--- src/rtl/shared_port_arbiter.sv ---
// shared_port_arbiter: round-robin owner of one valid/ready port, held for a whole burst until last.
// Define SHARED_PORT_ARB_TIMEOUT_EN to force a release (and pulse err_o) after TIMEOUT stalled cycles.
module shared_port_arbiter #(
    parameter int N       = 4,
    parameter int W       = 8,
    parameter int TIMEOUT = 16
) (
    input  logic                                 clk,
    input  logic                                 rst,
    input  logic [N-1:0]                         req_i,
    input  logic [N-1:0]                         last_i,
    input  logic [N*W-1:0]                       data_i,
    output logic [N-1:0]                         ready_o,
    output logic [N-1:0]                         grant_o,
    output logic [((N > 1) ? $clog2(N) : 1)-1:0] owner_o,
    output logic                                 out_valid_o,
    output logic [W-1:0]                         out_data_o,
    input  logic                                 out_ready_i,
    output logic                                 err_o
);
    localparam int IDW = (N > 1) ? $clog2(N) : 1;

    typedef enum logic {IDLE, BUSY} state_t;

    state_t         state_q, state_d;
    logic [IDW-1:0] owner_q, owner_d, ptr_q, ptr_d, nxt_ptr;
    logic [N-1:0]   own_oh, mask;
    logic [IDW:0]   pick_idle, pick_rel;
    logic           busy, beat, rel, fire;

    // Returns {found, index} of the first set bit scanning upward from p with wrap.
    function automatic logic [IDW:0] pick(input logic [N-1:0] r, input logic [IDW-1:0] p);
        logic [IDW:0] res;
        int           k;
        res = '0;
        for (int i = N - 1; i >= 0; i--) begin
            k = (int'(p) + i) % N;
            if (r[k]) res = {1'b1, IDW'(k)};
        end
        return res;
    endfunction

    assign busy        = (state_q == BUSY);
    assign own_oh      = N'(1) << owner_q;
    assign grant_o     = busy ? own_oh : '0;
    assign owner_o     = owner_q;
    assign out_valid_o = busy & req_i[owner_q];
    assign out_data_o  = busy ? data_i[owner_q*W +: W] : '0;
    assign ready_o     = (busy & out_ready_i) ? own_oh : '0;
    assign beat        = out_valid_o & out_ready_i;
    assign rel         = beat & last_i[owner_q];
    assign nxt_ptr     = (int'(owner_q) == N - 1) ? '0 : owner_q + 1'b1;
    assign mask        = (N == 1) ? req_i : (req_i & ~own_oh);
    assign pick_idle   = pick(req_i, ptr_q);
    assign pick_rel    = pick(mask, nxt_ptr);

`ifdef SHARED_PORT_ARB_TIMEOUT_EN
    localparam int CW = $clog2(TIMEOUT + 1);
    logic [CW-1:0] cnt_q, cnt_d;
    assign fire  = busy & ~beat & (cnt_q == CW'(TIMEOUT));
    assign cnt_d = (!busy || beat || fire) ? '0 : cnt_q + 1'b1;
    assign err_o = fire;
    always_ff @(posedge clk) begin
        if (rst) cnt_q <= '0;
        else     cnt_q <= cnt_d;
    end
`else
    assign fire  = 1'b0;
    assign err_o = 1'b0;
`endif

    always_comb begin
        state_d = state_q;
        owner_d = owner_q;
        ptr_d   = ptr_q;
        if (!busy) begin
            state_d = pick_idle[IDW] ? BUSY : IDLE;
            owner_d = pick_idle[IDW] ? pick_idle[IDW-1:0] : owner_q;
        end else if (rel || fire) begin
            ptr_d   = nxt_ptr;
            state_d = pick_rel[IDW] ? BUSY : IDLE;
            owner_d = pick_rel[IDW] ? pick_rel[IDW-1:0] : '0;
        end
    end

    always_ff @(posedge clk) begin
        if (rst) begin
            state_q <= IDLE;
            owner_q <= '0;
            ptr_q   <= '0;
        end else begin
            state_q <= state_d;
            owner_q <= owner_d;
            ptr_q   <= ptr_d;
        end
    end
endmodule

--- config.mk ---
export PLATFORM = sky130hd
export DESIGN_NAME = shared_port_arbiter
export DESIGN_NICKNAME = d
export VERILOG_FILES = /design/src/rtl/shared_port_arbiter.sv
export SDC_FILE = /design/constraint.sdc
export NUM_CORES = 1
export LEC_CHECK = 0
export ABC_CLOCK_PERIOD_IN_PS = 2750
export BUFFER_PORTS_ARGS = -buffer_cell sky130_fd_sc_hd__buf_2
export CELL_PAD_IN_SITES_DETAIL_PLACEMENT = 1
export CELL_PAD_IN_SITES_GLOBAL_PLACEMENT = 1
export CORE_ASPECT_RATIO = 1.75
export CORE_MARGIN = 5
export CORE_UTILIZATION = 30
export CTS_BUF_LIST = sky130_fd_sc_hd__clkbuf_2
export CTS_CLUSTER_DIAMETER = 150
export CTS_CLUSTER_SIZE = 14
export DETAILED_ROUTE_END_ITERATION = 8
export GPL_ROUTABILITY_DRIVEN = 0
export GPL_TIMING_DRIVEN = 0
export PLACE_DENSITY_LB_ADDON = 0.1
export SYNTH_ARGS = -nofsm -noshare
export SYNTH_HDL_FRONTEND = slang
export SYNTH_SLANG_ARGS = --single-unit
--- constraint.sdc ---
create_clock -name clk -period 2.75 [get_ports clk]
set_clock_uncertainty 0.1 [all_clocks]
set_input_delay 0.275 -clock clk [delete_from_list [all_inputs] [get_ports clk]]
set_output_delay 0.275 -clock clk [all_outputs]
set_load 0.02 [all_outputs]
* Word level (Yosys, flattened, before mapping)
Index checks and enable logic that the tools add are counted.
Widths: inputs -> output; s select.
** Storage, ports and cells
- Register bits after elaboration :: 5
- Latch bits :: 0
- Memory bits (writable) :: 0
- Bits in read-only memories :: 0
- Output and inout bits :: 20
- Logic and storage cells :: 90
- Memories kept :: 0
** Operators by class
- $add $sub $neg :: 7
- $mul :: 0
- Div/mod/pow operators :: 0
- Magnitude comparators :: 9
- Equal/unequal tests :: 2
- Shift operators :: 2
- Muxes and demuxes :: 46
- Bitwise operators :: 12
- Reductions and logical operators :: 9
** Operators with widths (number)
- $shiftx 32x6->8 :: 1
- $lt 3x4->1 const B :: 6
- $mux 3 :: 8
- $bmux 1 s2 :: 10
- $mux 1 :: 20
- $reduce_or 2->1 :: 6
- $mux 2 :: 5
- $lt 2x3->1 const B :: 3
- $add 2x2->2 const B :: 4
- $mux 4 :: 2
- $mux 8 :: 1
- $add 2x1->2 const B :: 3
- $and 1x1->1 const A :: 6
- $and 1x1->1 :: 4
- $and 4x4->4 :: 1
- $not 4->4 :: 1
- $reduce_and 2->1 :: 2
- $shl 1x2->4 const A :: 1
- $eq 2x1->1 const B :: 1
- $ne 2x1->1 const B :: 1
- $reduce_bool 2->1 :: 1

* Logic depth before layout (Yosys ltp)
Gate-level depths: netlist of the first run.
- Depth in word-level cells :: 15
- Gate-level depth with buffers :: 9
- Gate-level depth less buffers :: 7

* Worst setup path before layout of the first run
OpenSTA, ideal clock, no wires.
- Path type :: flip-flop to flip-flop
- Start :: register owner_q[0] (netlist: owner_o[0])
- End :: register owner_q[0] (netlist: owner_o[0])
- Library setup time :: 88 ps
- Data arrival time :: 2361 ps
- Path slack :: 201 ps
- Cell stages (with the launch flop) :: 10
- Path buffers :: 2
- Clock period less this slack :: 2549 ps
- Cells stage by stage :: dfxtp_1 buf_6 buf_4 inv_1 ha_1 and3b_2 o221ai_1 o311ai_1 mux2_2 a311oi_2
** On the way
- Longest elaborated chain between the ends :: 13
- Elaborated cells on any way between the ends :: 36
- Those cells by class :: add/sub: 4; eq/ne: 2; shift: 1; mux: 23; bitwise: 5; reduce/logical: 1
** Ends and longest elaborated chain
- from (decl) :: line 26 : logic [IDW-1:0] owner_q, owner_d, ptr_q, ptr_d, nxt_ptr;
- from (signal assigned) :: line 93 : owner_q <= owner_d;
- $add 2x1->2 / $eq 2x1->1 (equally long branches) :: line 52 : assign nxt_ptr = (int'(owner_q) == N - 1) ? '0 : owner_q + 1'b1;
- $mux 2 * :: line 52
- named net nxt_ptr[1] :: line 26
- $add 2x2->2 :: line 37 : k = (int'(p) + i) % N;
- $bmux 1 s2 :: line 38 : if (r[k]) res = {1'b1, IDW'(k)};
- $mux 1 (not written as such) (2 in series) :: line 38
- $mux 3 (3 in series) :: line 38
- $mux 3 * :: line 38
- $mux 2 * :: line 82 : owner_d = pick_rel[IDW] ? pick_rel[IDW-1:0] : '0;
- $mux 2 * :: line 79 : end else if (rel || fire) begin
- $mux 2 * :: line 76 : if (!busy) begin
The timed path passes the listed nets; every way through them passes the cells marked *. The select of a mux whose other input is x is not followed.
A chain may end at the register's enable or synchronous reset.

* Worst setup path after layout of the first run
- Start :: register owner_q[0] (netlist: owner_o[0])
- End :: register owner_q[0] (netlist: owner_o[0])
** On the way
- Longest elaborated chain between the ends :: 13
- Elaborated cells on any way between the ends :: 36
- Those cells by class :: add/sub: 4; eq/ne: 2; shift: 1; mux: 23; bitwise: 5; reduce/logical: 1
** Ends and longest elaborated chain (line)
- $add 2x1->2 (tied with other cells) :: 52
- $mux 2 / $not 4->4 (equally long branches) :: 52, 53
- $add 2x2->2 / $and 4x4->4 (equally long branches) :: 37, 53
- $bmux 1 s2 :: 38
- $mux 1 (not written as such) (2 in series) :: 38
- $mux 3 (4 in series) :: 38
- $mux 2 :: 82
- $mux 2 :: 79
- $mux 2 :: 76
Parallel ways exist; a longest one is shown, timed or not. The select of a mux whose other input is x is not followed.

==> metrics.md, run 1 <==
| Metric | Value |
|---|---|
| Total of max-cap violations | 0 |
| FILL cells | ~430 |
| Max-slew violations | 0 |
| Fraction of registers with async set/reset | 0% |
| Outcome | finished, final reports clean |
| Routed wl met2 | 2.195 mm |
| Grt ovf | 0 |
| First-pass GRT wire length | 6.003 mm |
| Port-buffer cells | 60 |
| Initial core utilization | between 30% and 40% |
| Synth Cell Area | 980.9 µm² |
| TritonCTS clock tree | done |
| Post-synthesis cell type count | 45 |
| Pwr Density | ~340 nW/µm² |
| Post-DP HPWL | 3.186 mm |
| CTS sink cnt | 5 |
| Util after Layout | 44.01% |
| Leak | 0.0006827 µW |
| Initial antenna violation count | 0 |
| TritonCTS Buffers | 3 |
| Antenna diodes | 0 |
| Final period utilization | 92.83% |
| Setup crit end kind | register |
| Worst setup path class | reg -> reg |
| Worst path slowest cell | mux2_2 |
| Met1 WL | 1.241 mm |
| Vias in the first global route | 1273 |
| Core box area | 3142 µm² |
| WP data required | 2760 ps |
| Hold_buf cts | 0 |
| Nets | 221 |
| Detailed Routing Iterations Pass 1 | 4 |
| Area delta synth->final | 40.94% |
| Clock Latency Late Sink | roughly 210 ps |
| WP data arrival | 2560 ps |
| Area leader, netlist | mux4_2 |
| Register area share after synthesis | around a tenth |
| Avg WL per Cell | about 18 µm |
| H-tree Lvls | 1 |
| Antenna violation net count after detailed routing | 0 |
| RSZ-0062 raised after global routing | no |
| Largest net degree at the start of global routing | 11 |
| Synth Instances | 109 |
| Setup TNS | 0 ps |
| Via count | 1153 |
| Endpoints failing setup | 0 |
| Max stage delay on crit path | 400 ps |
| Top cells by area, synth | mux4_2 16%, dfxtp_1 10%, and2_1 8.3% |
| Most common cell after layout, fill and taps aside | buf_2 |
| Final Hold Fails | 0 |
| DR iter-0 viols | 22 |
| Fraction of layout cells with a size suffix above 1 | 52.60% |
| Internal power | between 200 and 300 µW |
| Hold Crit Class | in -> reg |
| Fmax | approximately 0.39 GHz |
| Sequential share of power | 19.2% |
| Max VDD drop | roughly 0.23 mV |
| Max FO, Critical Path | 10 |
| DR vias/cell | between 5 and 6 |
| Die area | 4558 µm² |
| GRT Total Usage | 16.92% |
| Pwr Total | about 470 µW |
| FF-to-FF setup slack | about 200 ps |
| Final min period | 2553 ps |
| Yosys reg bits | 5 |
| P_sw | 202.4 µW |
| Crit-path cells | buf_6 > buf_6 > inv_1 > ha_1 > nor2b_2 > mux2i_1 > o311ai_1 > mux2_2 > a311oi_2 |
| Logic pwr share | 66.7% |
| Placed Area | 1335 µm² |
| IO Pins | 63 |
| Most used cell, CP | buf_6 |
| Synth Flop Type | dfxtp_1 |
| Met3 routed WL | 368 µm |
| Mean post-synth cell area | 8.999 µm² |
| Number of enable flip-flop cells after synthesis | 0 |
| Root Buffer | clkbuf_2 |
| Die Y | 85.65 µm |
| Post-Synthesis Net Count | 156 |
| Startpoint Class | register |
| Clk pwr share | 14.0% |
| Final instance area | between 1000 and 1500 µm² |
| DRC viols | 0 |
| Syn. warnings | 0 |
| Most frequent cells in the layout | 60 x buf_2, 13 x and2_1, 10 x nor2_1, 7 x mux4_2, 6 x inv_1 |
| Uppermost layer routed | met4 |
| Total wire length | 3.820 mm |
| Clock transition at the registers of the reported paths | 50 ps |
| Rows | 27 |
| Synth top area share | between 15 and 20% |
| Clk buf depth | 2 |
| Sw Ratio | 42.80% |
| Die W | 53.23 µm |
cell type report:
cell class                      count  area (µm²)  share of cell area, %
Inverter                            6       22.52                  1.629
Buffer                              8       60.06                  4.344
Sequential cell                     5       105.1                  7.602
Timing Repair Buffer               60       300.3                  21.72
Tap cell                           43       53.80                  3.891
Multi-Input combinational cell     90       820.8                  59.37
Clock buffer                        4       20.02                  1.448
critical path, delay by kind of cell, from the launching register on:
| family | cells | cell delay [ps] |
|---|---|---|
| muxes | 2 | 500 |
| and+or+nand+nor | 1 | 200 |
| DFF | 1 | 390 |
| AOI/OAI and AO/OA | 2 | 530 |
| buffers and inverters | 3 | 470 |
| adders and majority gates | 1 | 270 |
cell families (layout without fill, tap and decap cells):
| kind of cell | after synthesis | after routing | synth area share, % |
|---|---|---|---|
| adder cells (fa/ha/maj) | 4 | 4 | 5.102 |
| buffers and inverters | 14 | 78 | 7.653 |
| AO/OA/AOI/OAI | 25 | 25 | 21.05 |
| flip-flops | 5 | 5 | 10.20 |
| other | 1 | 1 | 0.3823 |
| AND/OR/NAND/NOR | 47 | 47 | 28.32 |
| multiplexers | 13 | 13 | 27.30 |
routing by layer:
layer  vias up  global-route usage [%]
met5         -                       0
met4         0                   3.256
met1       557                   16.68
li1        543                       -
met3         2                   3.826
met2        51                   33.63
power by group through the flow:
| stage | clock network, µW | logic (µW) | registers, µW |
|---|---|---|---|
| floorplan | 0 | 203 | 92.4 |
| global placement | 0 | 297 | 91.5 |
| detailed placement | 0 | 306 | 91.5 |
| CTS | 70.5 | 306 | 90.4 |
| global route | 74.5 | 344 | 92.5 |
| finish | 66.4 | 316 | 90.9 |
worst paths after layout:
check	startpoint	to	cells past startpoint
setup / recovery	owner_o[0]	owner_o[0]	9
hold / removal	rst	owner_o[0]	2
setup reg to reg	owner_o[0]	owner_o[0]	9
hold reg to reg	ptr_q[0]	ptr_q[0]	2
repair_timing:
action	CTS	global route
buffers inserted	0	0
endpoints found under the setup margin	2	2
gates resized for setup	2	8
registers in the layout (all words and copies together) (netlist names):
signal   cells
owner_o      2
ptr_q        2
busy         1
stage by stage:
| step | setup slack (ps) | hold slack [ps] | std cells |
|---|---|---|---|
| finish | 197.2 | 190.1 | 216 |
| global route | 47.59 | 201.0 | 216 |
| CTS | 22.51 | 179.4 | 216 |
| detailed placement | -134.7 | 420.8 | 212 |
| global placement | -98.15 | 414.8 | 212 |
| floorplan | 200.6 | 242.9 | 109 |
cells in the mapped netlist, drive strengths merged (3+ instances only):
cell and instances:
a21oi 4, and2 13, and3 4, buf 6, dfxtp 5, ha 4
inv 6, mux4 10, nand2 3, nor2 11, nor2b 3, nor3 3
o221ai 4
No activity file was read; power rests on OpenSTA's default activity.
==> run 2, diff against run 1 <==
--- a/config.mk
+++ b/config.mk
@@ -6,7 +6,7 @@
 export NUM_CORES = 1
 export LEC_CHECK = 0
 export ABC_CLOCK_PERIOD_IN_PS = 2750
-export BUFFER_PORTS_ARGS = -buffer_cell sky130_fd_sc_hd__buf_2
+export BUFFER_PORTS_ARGS = -buffer_cell sky130_fd_sc_hd__buf_4
 export CELL_PAD_IN_SITES_DETAIL_PLACEMENT = 1
 export CELL_PAD_IN_SITES_GLOBAL_PLACEMENT = 1
 export CORE_ASPECT_RATIO = 1.75
@@ -18,7 +18,7 @@
 export DETAILED_ROUTE_END_ITERATION = 8
 export GPL_ROUTABILITY_DRIVEN = 0
 export GPL_TIMING_DRIVEN = 0
-export PLACE_DENSITY_LB_ADDON = 0.1
+export PLACE_DENSITY_LB_ADDON = 0.15
 export SYNTH_ARGS = -nofsm -noshare
 export SYNTH_HDL_FRONTEND = slang
 export SYNTH_SLANG_ARGS = --single-unit
==> metrics.md, run 2 (same netlist as run 1, synthesis figures left out) <==
| Metric | Value |
|---|---|
| Core box area | 3142 µm² |
| DRC viols | 0 |
| Post-Place Cells | 212 |
| Crit-path cells | buf_6 > buf_6 > inv_1 > ha_1 > nor2b_2 > mux2i_1 > o311ai_1 > mux2_2 > a311oi_2 |
| Final min period | 2642 ps |
| Die W | 53.23 µm |
| WP data required | 2770 ps |
| Most frequent cells in the layout | 63 x buf_4, 13 x and2_1, 10 x nor2_1, 7 x mux4_2, 6 x inv_1 |
| Rows | 27 |
| Max-slew violations | 0 |
| Final Hold Fails | 0 |
| Max VDD drop | 0.2432 mV |
| First-pass GRT wire length | 5.865 mm |
| DR iter-0 viols | 22 |
| Via count | 1162 |
| Setup crit end kind | register |
| Leak | 0.0007217 µW |
| Setup TNS | 0 ps |
| Post-DP HPWL | ~3.2 mm |
| FILL cells | 406 |
| WP data arrival | 2660 ps |
| Clock transition at the registers of the reported paths | 50 ps |
| Clock Latency Late Sink | 220 ps |
| Post-CTS setup buffers | 0 |
| Pwr Density | approximately 330 nW/µm² |
| GRT Total Usage | 16.94% |
| Max FO, Critical Path | 10 |
| Startpoint Class | register |
| Die Y | 85.65 µm |
| CTS sink cnt | 5 |
| Total of max-cap violations | 0 |
| Detailed Routing Iterations Pass 1 | 2 |
| Pwr Total | 504.9 µW |
| Avg WL per Cell | 17.93 µm |
| Grt ovf | 0 |
| Die area | between 4000 and 5000 µm² |
| Most used cell, CP | buf_6 |
| Util after Layout | between 40 and 50% |
| Fmax | around 0.38 GHz |
| Largest net degree at the start of global routing | 11 |
| IO Pins | 63 |
| Finished Layout Cells | 216 |
| Port-buffer cells | 60 |
| RSZ-0062 raised after global routing | no |
| Worst setup path class | reg -> reg |
| DR vias/cell | 5.380 |
| Antenna violation net count after detailed routing | 0 |
| Antenna diodes | 0 |
| Worst path slowest cell | dfxtp_2 |
| Root Buffer | clkbuf_2 |
| Max stage delay on crit path | 430 ps |
| Initial antenna violation count | 0 |
| Total wire length | approximately 3.9 mm |
| Nets | 221 |
| TritonCTS clock tree | done |
| Initial core utilization | 31.22% |
| Area delta synth->final | 56.00% |
| Outcome | finished, final reports clean |
| Most common cell after layout, fill and taps aside | buf_4 |
| Fraction of layout cells with a size suffix above 1 | 52.60% |
| Hold Crit Class | in -> reg |
| TritonCTS Buffers | 3 |
| Final period utilization | 96.07% |
| Endpoints failing setup | 0 |
| Vias in the first global route | 1254 |
| Clk buf depth | 2 |
| H-tree Lvls | 1 |
## run 2: final cells by class
| class | instances | area, µm² | area share, % |
|---|---|---|---|
| well taps | 43 | 53.80 | 3.516 |
| repair buffers | 60 | 450.4 | 29.44 |
| multi-input cells | 90 | 820.8 | 53.64 |
| inverters | 6 | 22.52 | 1.472 |
| flip-flops and latches | 5 | 102.6 | 6.705 |
| clock buffers | 4 | 20.02 | 1.308 |
| plain buffers | 8 | 60.06 | 3.925 |
## run 2: routing by layer
metal  global-route usage, %  vias up  wire, µm
met5                       0        -         0
met4                   9.070        0       125
met3                   3.304        9       355
met2                   31.73       54      2089
met1                   16.19      552      1301
li1                        -      547         -
## run 2: path summary, 6_finish.rpt
kind | start | endpoint | slack, ps | cells after the start
worst min-delay path | rst | owner_o[0] | 150 | 2
worst max-delay path | owner_o[0] | owner_o[0] | 110 | 9
worst max register to register | owner_o[0] | owner_o[0] | 110 | 9
worst min register to register | ptr_q[0] | ptr_q[0] | 460 | 2
## run 2: worst max-delay path: cells and delay by family, from the launching register on
| kind | cells | cell delay, ps |
|---|---|---|
| compound gates | 2 | 550 |
| fa+ha+maj | 1 | 260 |
| buf+inv | 3 | 490 |
| flops | 1 | 430 |
| mux | 2 | 520 |
| simple gates | 1 | 200 |
## run 2: timing repair
| action | in CTS | in global routing |
|---|---|---|
| gates resized for setup | 3 | 5 |
| setup endpoints to repair | 2 | 2 |
| hold buffers | 0 | 0 |
| cloned | 0 | 0 |
## run 2: power by group
group          total [µW]  switching, µW  internal (µW)  leakage [µW]
Sequential           92.1           12.8           79.2     0.0000418
Clock                67.3           28.9           38.4     0.0000166
Combinational         346            163            182      0.000663
## run 2: stage by stage
step                worst slack (ps)  area [µm²]  hold slack, ps
global route                   6.010        1530           130.0
floorplan                      200.6       980.9           242.9
CTS                            4.093        1510           134.7
finish                         108.0        1530           149.4
detailed placement            -141.4        1485           388.2
global placement              -73.80        1485           384.4
